$ cat config.mk
export PLATFORM = sky130hd
export DESIGN_NAME = fastram_autoconfig
export DESIGN_NICKNAME = d
export VERILOG_FILES = /design/src/rtl/fastram_autoconfig_pkg.sv /design/src/rtl/fastram_autoconfig_rom.sv /design/src/rtl/fastram_autoconfig.sv
export SDC_FILE = /design/constraint.sdc
export NUM_CORES = 1
export LEC_CHECK = 0
export BUFFER_PORTS_ARGS = -buffer_cell sky130_fd_sc_hd__buf_2
export CAP_MARGIN = 20
export CORE_ASPECT_RATIO = 0.9
export CORE_UTILIZATION = 44
export DETAILED_ROUTE_END_ITERATION = 10
export GPL_ROUTABILITY_DRIVEN = 0
export PLACE_DENSITY_LB_ADDON = 0.08
export SLEW_MARGIN = 20
export SYNTH_ARGS = -nofsm -noshare
export SYNTH_HDL_FRONTEND = slang
export SYNTH_SLANG_ARGS = --single-unit
$ cat constraint.sdc
create_clock -name CLKCPU -period 2.64 [get_ports CLKCPU]
set_input_delay 0.396 -clock CLKCPU [delete_from_list [all_inputs] [get_ports CLKCPU]]
set_output_delay 0.396 -clock CLKCPU [all_outputs]
set_load 0.05 [all_outputs]
$ cat src/rtl/fastram_autoconfig_pkg.sv
// Shared definitions for the Zorro II fast-RAM autoconfig responder:
// state encodings, config register byte offsets and the size-to-mask table.
package fastram_autoconfig_pkg;

    typedef enum logic [1:0] {
        CFG_UNCONF     = 2'd0,
        CFG_CONFIGURED = 2'd1,
        CFG_SHUTUP     = 2'd2
    } cfg_state_e;

    typedef enum logic [1:0] {
        CYC_IDLE = 2'd0,
        CYC_WAIT = 2'd1,
        CYC_ACKD = 2'd2
    } cyc_state_e;

    localparam logic [7:0] CFG_SPACE_HI = 8'hE8;
    localparam logic [2:0] FC_CPU_SPACE = 3'b111;

    localparam logic [6:0] OFS_TYPE    = 7'h00;
    localparam logic [6:0] OFS_SIZE    = 7'h02;
    localparam logic [6:0] OFS_PROD_HI = 7'h04;
    localparam logic [6:0] OFS_PROD_LO = 7'h06;
    localparam logic [6:0] OFS_BASE    = 7'h4A;
    localparam logic [6:0] OFS_SHUTUP  = 7'h4C;

    // Which of A[23:20] take part in the window compare for each er_Type size code.
    function automatic logic [3:0] size_mask(input logic [2:0] code);
        case (code)
            3'b111:  return 4'b1100;
            3'b110:  return 4'b1110;
            3'b101:  return 4'b1111;
            default: return 4'b1000;
        endcase
    endfunction

endpackage

$ cat src/rtl/fastram_autoconfig_rom.sv
// Combinational autoconfig register file: returns the nibble presented on
// D[31:28] for a given config-space byte offset.
module fastram_autoconfig_rom
    import fastram_autoconfig_pkg::*;
#(
    parameter logic [2:0]  SIZE_CODE  = 3'b000,
    parameter logic [7:0]  PRODUCT_ID = 8'h0A,
    parameter logic [15:0] MANUF_ID   = 16'h082C,
    parameter logic [31:0] SERIAL     = 32'h0
) (
    input  logic [6:0] ofs_i,
    output logic [3:0] nibble_o
);

    // Only $00 and $02 are presented true; every other field is ones-complemented.
    always_comb begin
        // NOTE: default first so every path assigns nibble_o and no latch is inferred.
        nibble_o = 4'hF;
        case (ofs_i)
            OFS_TYPE:    nibble_o = 4'b1110;
            OFS_SIZE:    nibble_o = {1'b0, SIZE_CODE};
            OFS_PROD_HI: nibble_o = ~PRODUCT_ID[7:4];
            OFS_PROD_LO: nibble_o = ~PRODUCT_ID[3:0];
            7'h10:       nibble_o = ~MANUF_ID[15:12];
            7'h12:       nibble_o = ~MANUF_ID[11:8];
            7'h14:       nibble_o = ~MANUF_ID[7:4];
            7'h16:       nibble_o = ~MANUF_ID[3:0];
            7'h18:       nibble_o = ~SERIAL[31:28];
            7'h1A:       nibble_o = ~SERIAL[27:24];
            7'h1C:       nibble_o = ~SERIAL[23:20];
            7'h1E:       nibble_o = ~SERIAL[19:16];
            7'h20:       nibble_o = ~SERIAL[15:12];
            7'h22:       nibble_o = ~SERIAL[11:8];
            7'h24:       nibble_o = ~SERIAL[7:4];
            7'h26:       nibble_o = ~SERIAL[3:0];
            default:     nibble_o = 4'hF;
        endcase
    end

endmodule

$ cat src/rtl/fastram_autoconfig.sv
// Zorro II autoconfig responder and fast-RAM window decoder: classifies each
// 68030 cycle as internal or external and generates INTCYCLE, RAMCS and ACK.
module fastram_autoconfig
    import fastram_autoconfig_pkg::*;
#(
    parameter logic [2:0]  SIZE_CODE   = 3'b000,
    parameter logic [7:0]  PRODUCT_ID  = 8'h0A,
    parameter logic [15:0] MANUF_ID    = 16'h082C,
    parameter logic [31:0] SERIAL      = 32'h0,
    parameter int unsigned WAIT_STATES = 1
) (
    input  logic        CLKCPU,
    input  logic        RESET,
    input  logic [23:1] A,
    input  logic [2:0]  FC,
    input  logic        AS20,
    input  logic        DS20,
    input  logic        RW20,
    input  logic [3:0]  D_IN,
    output logic [3:0]  D_OUT,
    output logic        D_OE,
    output logic        INTCYCLE,
    output logic        RAMCS,
    output logic        ACK,
    output logic        CONFIGURED
);

    cfg_state_e cfg_state_q, cfg_state_d;
    logic [3:0] base_q, base_d;

    cyc_state_e cyc_q, cyc_d;
    logic [2:0] cnt_q, cnt_d;
    logic       is_cfg_q, is_cfg_d;
    logic       is_ram_q, is_ram_d;

    logic       cfg_hit, ram_hit, ack_edge, cfg_write, cyc_clr;
    logic [6:0] reg_ofs;
    logic [3:0] rom_nibble;
    logic       unused_addr;

    assign unused_addr = ^A[15:7];
    assign reg_ofs     = {A[6:1], 1'b0};

    assign cfg_hit = (cfg_state_q == CFG_UNCONF) && (A[23:16] == CFG_SPACE_HI)
                  && (FC != FC_CPU_SPACE);
    assign ram_hit = (cfg_state_q == CFG_CONFIGURED)
                  && (((A[23:20] ^ base_q) & size_mask(SIZE_CODE)) == 4'h0)
                  && (FC != FC_CPU_SPACE);

    assign ack_edge  = (cyc_q == CYC_WAIT) && (cnt_q == 3'(WAIT_STATES));
    assign cfg_write = ack_edge && is_cfg_q && !RW20 && !DS20;

    // Config state only moves on an acknowledged, strobed write while unconfigured.
    always_comb begin
        cfg_state_d = cfg_state_q;
        base_d      = base_q;
        if (cfg_write && cfg_state_q == CFG_UNCONF) begin
            case (reg_ofs)
                OFS_BASE: begin
                    cfg_state_d = CFG_CONFIGURED;
                    base_d      = D_IN;
                end
                OFS_SHUTUP: cfg_state_d = CFG_SHUTUP;
                default:    cfg_state_d = cfg_state_q;
            endcase
        end
    end

    always_ff @(posedge CLKCPU or posedge RESET) begin
        if (RESET) begin
            cfg_state_q <= CFG_UNCONF;
            base_q      <= 4'h0;
        end else begin
            // NOTE: non-blocking assignments so every flop samples pre-edge values.
            cfg_state_q <= cfg_state_d;
            base_q      <= base_d;
        end
    end

    always_comb begin
        cyc_d    = cyc_q;
        cnt_d    = cnt_q;
        is_cfg_d = is_cfg_q;
        is_ram_d = is_ram_q;
        case (cyc_q)
            CYC_IDLE: begin
                if (!AS20 && (cfg_hit || ram_hit)) begin
                    cyc_d    = CYC_WAIT;
                    cnt_d    = 3'd0;
                    is_cfg_d = cfg_hit;
                    is_ram_d = ram_hit;
                end
            end
            CYC_WAIT: begin
                if (ack_edge) cyc_d = CYC_ACKD;
                else          cnt_d = cnt_q + 3'd1;
            end
            CYC_ACKD: cyc_d = CYC_ACKD;
            default:  cyc_d = CYC_IDLE;
        endcase
    end

    // NOTE: AS20 negation is an asynchronous clear of the cycle FSM, so the
    // strobes release in the same bus cycle rather than at the next clock.
    assign cyc_clr = RESET | AS20;

    always_ff @(posedge CLKCPU or posedge cyc_clr) begin
        if (cyc_clr) begin
            cyc_q    <= CYC_IDLE;
            cnt_q    <= 3'd0;
            is_cfg_q <= 1'b0;
            is_ram_q <= 1'b0;
        end else begin
            cyc_q    <= cyc_d;
            cnt_q    <= cnt_d;
            is_cfg_q <= is_cfg_d;
            is_ram_q <= is_ram_d;
        end
    end

    fastram_autoconfig_rom #(
        .SIZE_CODE  (SIZE_CODE),
        .PRODUCT_ID (PRODUCT_ID),
        .MANUF_ID   (MANUF_ID),
        .SERIAL     (SERIAL)
    ) u_rom (
        .ofs_i    (reg_ofs),
        .nibble_o (rom_nibble)
    );

    assign INTCYCLE   = (cyc_q == CYC_IDLE);
    assign RAMCS      = !((cyc_q != CYC_IDLE) && is_ram_q);
    assign ACK        = (cyc_q != CYC_ACKD);
    assign D_OE       = (cyc_q == CYC_ACKD) && is_cfg_q && RW20;
    assign D_OUT      = D_OE ? rom_nibble : 4'hF;
    assign CONFIGURED = (cfg_state_q == CFG_CONFIGURED);

endmodule

==> impl_metrics.yaml, run 1 <==
run_status:
  run_status: "finished clean"
final_layout:
  antenna_cells: 0
  layout-drive-gt1-share_pct: 35.83
  area_delta_synth_final_pct: 25.35
  nets: 162
  multi_input_comb_area_um2: 508.0
  nFillCells: 164
  seq_area_um2: 250.2
  fin_cells: 144
flow_run:
  drv_cap: 0
timing:
  fmax_mhz: 418.3
  rsz0062_at_grt: "no"
  drv_slew: 0
  tightest_slew_ps: 695.2
  setup_total_negative_slack_ps: 0
  period_share_pct: 90.55
  finalCriticalPeriod_ps: 2390
  setup_violations: 0
  slew_headroom_pct: 53.48
  finClkSkew_ps: 9.078
  hold_viol: 0
routing:
  drtPass1Iterations: 4
  post-route-drc-count: 0
  drt_iter0_markers: 9
  wl_mm: 1.810
  num_vias: 771
  antenna_left: 0
  routedWlPerCell_um: 12.57
  viasPerCell: 5.354
pwr:
  power_frac_seq_pct: 34.6
  peakVddDrop_mv: 0.3442
  p_total_w: 0.0006397
  cellPowerDensity_nw_per_um2: 626.6
  p_int_w: 0.0003580
  switching_power_w: 0.0002817
  clock_power_share_pct: 16.6
  switching_share_pct: 44.04
  power_leakage_nw: 0.5011
  p_comb_share_pct: 48.9
synth:
  syn_area_um2: 814.5
  synth_edf_count: 0
  yosysSeqAreaShare_pct: 30.72
  yosysWarnings: 0
  syn_inst: 87
  synth.net_count: 127
  synth-seq-cells: 10
  synthTopCellsByArea: "dfrtp_1, ha_1, inv_1, nand2_1, nand4bb_4"
  yosys.cell_types.count: 38
  avgSynthCellArea_um2: 9.362
  async_flop_share_pct: 100.0
  synthFlopType: "dfrtp_1"
  synth_top_area_share_pct: 30.72
  synth.largest_area_cell: "dfrtp_1"
die:
  die_h_um: 42.82
  num_io_pins: 44
  die_w_um: 47.36
  core_area_um2: 1699
  num_rows: 14
  die_area_um2: 2028
  initial_core_util_pct: 47.94
worst_setup_path:
  startpoint_type: "register"
  crit_path_top_delay_cell: "nor4b_1"
  cp-end-kind: "output pin"
  cp_max_fo: 4
  cpPeakStageDelay_ps: 540
  crit_arrival_ps: 1990
  crit_family: "simple AND/OR/NAND/NOR gates"
  crit_type: "reg2out"
  critical_path_required_ps: 2240
  path_cells: "inv_1 > ha_1 > and3_1 > nor4b_1 > nand3_1 > buf_2"
  r2r_slack_ps: 560
  path_buf_inv: 2
clock_network:
  cts_buffers: 3
  htreeDepth: 1
  clk-insertion-delay-late_ps: 270
  root_buffer: "clkbuf_4"
  clk_pin_slew_ps: 70
  clkSinkCount: 10
  post_cts_buffers: 0
  tritoncts: "yes"
  clockBufferDepth: 2
place:
  io_buffer_count: 31
  dp_hpwl_mm: 1.491
  dp.cells: 140
global_routing:
  grt_usage_pct: 21.96
  grt_overflow: 0
  grt_first_pass_wirelength_mm: 3.146
  grt_pass1_vias: 773
  grt_max_degree: 11
  antenna_found_initial: 0
min_path:
  hp-class: "in2async"
==> Yosys cell counts, types with 3 or more instances <==
cell      instances
nand4_1           3
o211ai_1          3
nand2_1           8
nand2b_1          3
dfrtp_1          10
inv_1            12
nand3_1           5
o21ai_0           3
nor2_1            4
ha_1              5
==> final timing paths <==
path                       startpoint        end  cells past startpoint
min                              AS20   is_cfg_q                      2
min reg2reg                  cyc_q[0]   cyc_q[0]                      1
min in group CLKCPU           D_IN[3]  base_q[3]                      2
max reg2reg                  cyc_q[1]  base_q[3]                      6
max in group asynchronous       RESET   cyc_q[0]                      3
max                          cyc_q[0]   D_OUT[2]                      6
==> per-stage QoR <==
stage          utilization, %  setup WS [ps]  area, um2  hold WS, ps
2_1_floorplan               -          160.3      814.5        149.6
3_3_place_gp            58.17          565.6      988.4        272.6
3_5_place_dp            58.17          525.2      988.4        272.4
4_1_cts                 60.09          204.7       1021        290.9
5_1_grt                 60.09          68.30       1021        301.0
6_report                60.09          249.5       1021        273.6
==> worst reg2reg max path: cells and delay by family (launching register included) <==
family,cells,cell delay (ps)
buffers and inverters,1,90
adder cells (fa/ha/maj),1,330
multiplexers,1,290
AND/OR/NAND/NOR,3,860
flip-flops,1,400
==> logic make-up (layout without fill, tap and decap cells) <==
group / count (synthesis) / in the layout / share of synthesized area, %
mux: 4 / 4 / 5.683
compound gates: 14 / 14 / 13.82
simple gates: 38 / 38 / 33.03
buf+inv: 14 / 47 / 6.912
flops: 10 / 10 / 30.72
xor+xnor: 2 / 2 / 2.151
fa+ha+maj: 5 / 5 / 7.680
==> registers in the layout, summed over array words and instances (netlist names) <==
register     flops
cnt_q            3
cfg_state_q      2
cyc_q            2
base_q           1
is_cfg_q         1
is_ram_q         1
==> layout make-up <==
| type | instances | area share [%] |
|---|---|---|
| inverter | 12 | 4.412 |
| multi-input combinational | 63 | 49.75 |
| timing repair buffer | 32 | 16.18 |
| clock buffer | 3 | 2.206 |
| tap | 24 | 2.941 |
| sequential | 10 | 24.51 |
==> metal layers <==
metal	routed length (um)	track usage (%)	vias to the layer above
met4	0	6.286	0
met3	84	7.660	0
met5	0	0	-
met1	757	24.80	364
li1	-	-	383
met2	968	37.53	24
==> layout by cell type, fill, tap and decap left out <==
cell type | netlist | final
nor2_1 | 4 | 4
xnor2_1 | 1 | 1
and3b_1 | 1 | 1
or4b_1 | 1 | 1
nand2_1 | 8 | 8
dlygate4sd3_1 | 0 | 1
ha_1 | 5 | 5
nand2b_1 | 3 | 3
o311ai_2 | 1 | 1
o221ai_1 | 1 | 1
nand4bb_4 | 1 | 1
mux2_2 | 1 | 1
nor4_4 | 1 | 1
dfrtp_1 | 10 | 10
nor2b_1 | 1 | 1
nand3_1 | 5 | 5
o2bb2ai_1 | 1 | 1
nand3b_1 | 1 | 1
buf_2 | 0 | 31
nor3_1 | 1 | 1
or4b_4 | 1 | 1
nand4_1 | 3 | 3
xor2_1 | 1 | 1
o21ai_0 | 3 | 3
nor4b_1 | 1 | 1
and3_1 | 2 | 2
o211ai_1 | 3 | 3
mux2_4 | 1 | 1
a21oi_1 | 1 | 1
nor4_2 | 1 | 1
or4bb_1 | 1 | 1
a31o_2 | 1 | 1
o221ai_2 | 1 | 1
a31oi_1 | 2 | 2
inv_1 | 12 | 12
clkbuf_4 | 0 | 3
mux2i_1 | 2 | 2
nor3b_1 | 1 | 1
nand4b_1 | 1 | 1
==> power by group through the flow <==
stage	combinational (W)	clock (W)	sequential, W
floorplan	0.000246	0	0.000212
global placement	0.000305	0	0.000222
detailed placement	0.000312	0	0.000224
CTS	0.000315	0.000111	0.000221
global route	0.000340	0.000125	0.000226
finish	0.000313	0.000106	0.000221
==> timing repair <==
action	in CTS	in global routing
endpoints found under the hold margin	3	0
gates resized for setup	0	0
hold buffers	1	0
Power figures use the tool's default switching activity.
==> inputs of run 2 (changes only) <==
--- a/config.mk
+++ b/config.mk
@@ -5,11 +5,10 @@
 export SDC_FILE = /design/constraint.sdc
 export NUM_CORES = 1
 export LEC_CHECK = 0
-export BUFFER_PORTS_ARGS = -buffer_cell sky130_fd_sc_hd__buf_2
 export CAP_MARGIN = 20
-export CORE_ASPECT_RATIO = 0.9
-export CORE_UTILIZATION = 44
+export CORE_UTILIZATION = 50
 export DETAILED_ROUTE_END_ITERATION = 10
+export DONT_BUFFER_PORTS = 1
 export GPL_ROUTABILITY_DRIVEN = 0
 export PLACE_DENSITY_LB_ADDON = 0.08
 export SLEW_MARGIN = 20
==> impl_metrics.yaml, run 2 (synthesis gave the netlist of run 1 again) <==
final_layout:
  largest_reg_flops: 3
  final_cell_mix: "inv_1, dfrtp_1, nand2_1"
  regMostFlops: "cnt_q"
  fin_area_um2: 922.1
  nFillCells: 131
  nets: 138
  fin_util_pct: 61.21
  reg_top3: "cnt_q: 3 flops, cfg_state_q: 2 flops, cyc_q: 2 flops"
  area_delta_synth_final_pct: 13.21
  fin_cells: 113
  antenna_cells: 0
  final_common_cell: "inv_1"
  layout-drive-gt1-share_pct: 20.62
pwr:
  peakVddDrop_mv: 0.3164
  power_leakage_nw: 0.4257
  cellPowerDensity_nw_per_um2: 704.8
die:
  die_h_um: 42.36
  initial_core_util_pct: 54.07
  die_area_um2: 1794
  die_w_um: 42.36
  core_area_um2: 1506
  num_rows: 14
  num_io_pins: 44
routing:
  routedWlPerCell_um: 14.59
  drt_iter0_markers: 17
  num_vias: 701
  wl_mm: 1.649
  drtPass1Iterations: 5
  viasPerCell: 6.204
  post-route-drc-count: 0
  antenna_left: 0
worst_setup_path:
  cp_max_fo: 4
  startpoint_type: "register"
  cpPeakStageDelay_ps: 510
  critical_path_required_ps: 2240
  crit_type: "reg2out"
  path_cells: "inv_1 > ha_1 > and3_1 > nor4b_1 > nand3_1 > buf_4"
  crit_arrival_ps: 1980
  cp-end-kind: "output pin"
  crit_path_top_delay_cell: "nor4b_1"
  r2r_cells: 6
clock_network:
  cts_buffers: 3
  clockBufferDepth: 2
  htreeDepth: 1
  clk-insertion-delay-late_ps: 280
  clk_pin_slew_ps: 70
  post_cts_buffers: 0
  root_buffer: "clkbuf_4"
  tritoncts: "yes"
  clkSinkCount: 10
timing:
  setup_violations: 0
  setup_total_negative_slack_ps: 0
  hold_viol: 0
  timing.hold.ws_ps: 107.7
  period_share_pct: 89.86
  tightest_slew_ps: 634.0
  fmax_mhz: 421.5
  rsz0062_at_grt: "no"
  finClkSkew_ps: 6.494
  drv_slew: 0
  finalCriticalPeriod_ps: 2372
  slew_headroom_pct: 57.58
global_routing:
  grt_pass1_vias: 727
  grt_first_pass_wirelength_mm: 2.946
  grt_overflow: 0
  grt_usage_pct: 21.70
  antenna_found_initial: 0
  grt_max_degree: 11
place:
  placed_area_um2: 875.8
  dp_hpwl_mm: 1.369
  io_buffer_count: 0
  dp.cells: 108
flow_run:
  drv_cap: 0
run_status:
  run_status: "finished clean"
min_path:
  hp-class: "in2async"
## run 2: cell count changes in the layout (fill, tap and decap cells not counted), sizes merged
| cell | previous run | this run |
|---|---|---|
| buf | 31 | 7 |
| clkbuf | 3 | 4 |
## run 2: per-stage QoR
step                      total power, W  setup slack [ps]
final                          0.0006499             267.8
after global placement         0.0005042             489.6
after CTS                      0.0006534             244.7
after floorplan                0.0004583             160.3
after global routing           0.0006924             87.39
after detailed placement       0.0005114             481.8
## run 2: layout make-up
cell class                      count  area [um2]  area share (%)
Clock buffer                        4       36.28           3.935
Sequential cell                    10       250.2           27.14
Multi-Input combinational cell     63       508.0           55.09
Timing Repair Buffer                8       62.56           6.784
Tap cell                           16       20.02           2.171
Inverter                           12       45.04           4.885
## run 2: per-layer routing
metal  track usage (%)  up-vias  routed length (um)
li1                  -      337                   -
met5                 0        -                   0
met1             26.09      335                 702
met3             7.759        5                 103
met2             36.62       24                 825
met4             5.625        0                  17
## run 2: power breakdown
part / internal, W / switching, W
Sequential: 0.000187 / 0.0000329
Combinational: 0.000105 / 0.000182
Clock: 0.0000839 / 0.0000585
## run 2: worst paths after layout
check / start / endpoint / slack (ps)
min in group CLKCPU: D_IN[3] / base_q[3] / 270
hold / removal: AS20 / is_ram_q / 110
setup / recovery: cyc_q[0] / D_OUT[2] / 270
setup reg to reg: cyc_q[1] / base_q[3] / 490
max in group asynchronous: RESET / cfg_state_q[1] / 2090
hold reg to reg: is_ram_q / is_ram_q / 530
## run 2: worst max-delay path: cells and delay by family (launching register included)
kind	cells	cell delay (ps)
simple gates	3	830
flops	1	410
buf+inv	2	310
fa+ha+maj	1	160
## run 2: what timing repair did
item / 4_1_cts / 5_1_grt
hold buffers: 1 / 0
hold endpoints to repair: 3 / 0
resized for setup: 0 / 0
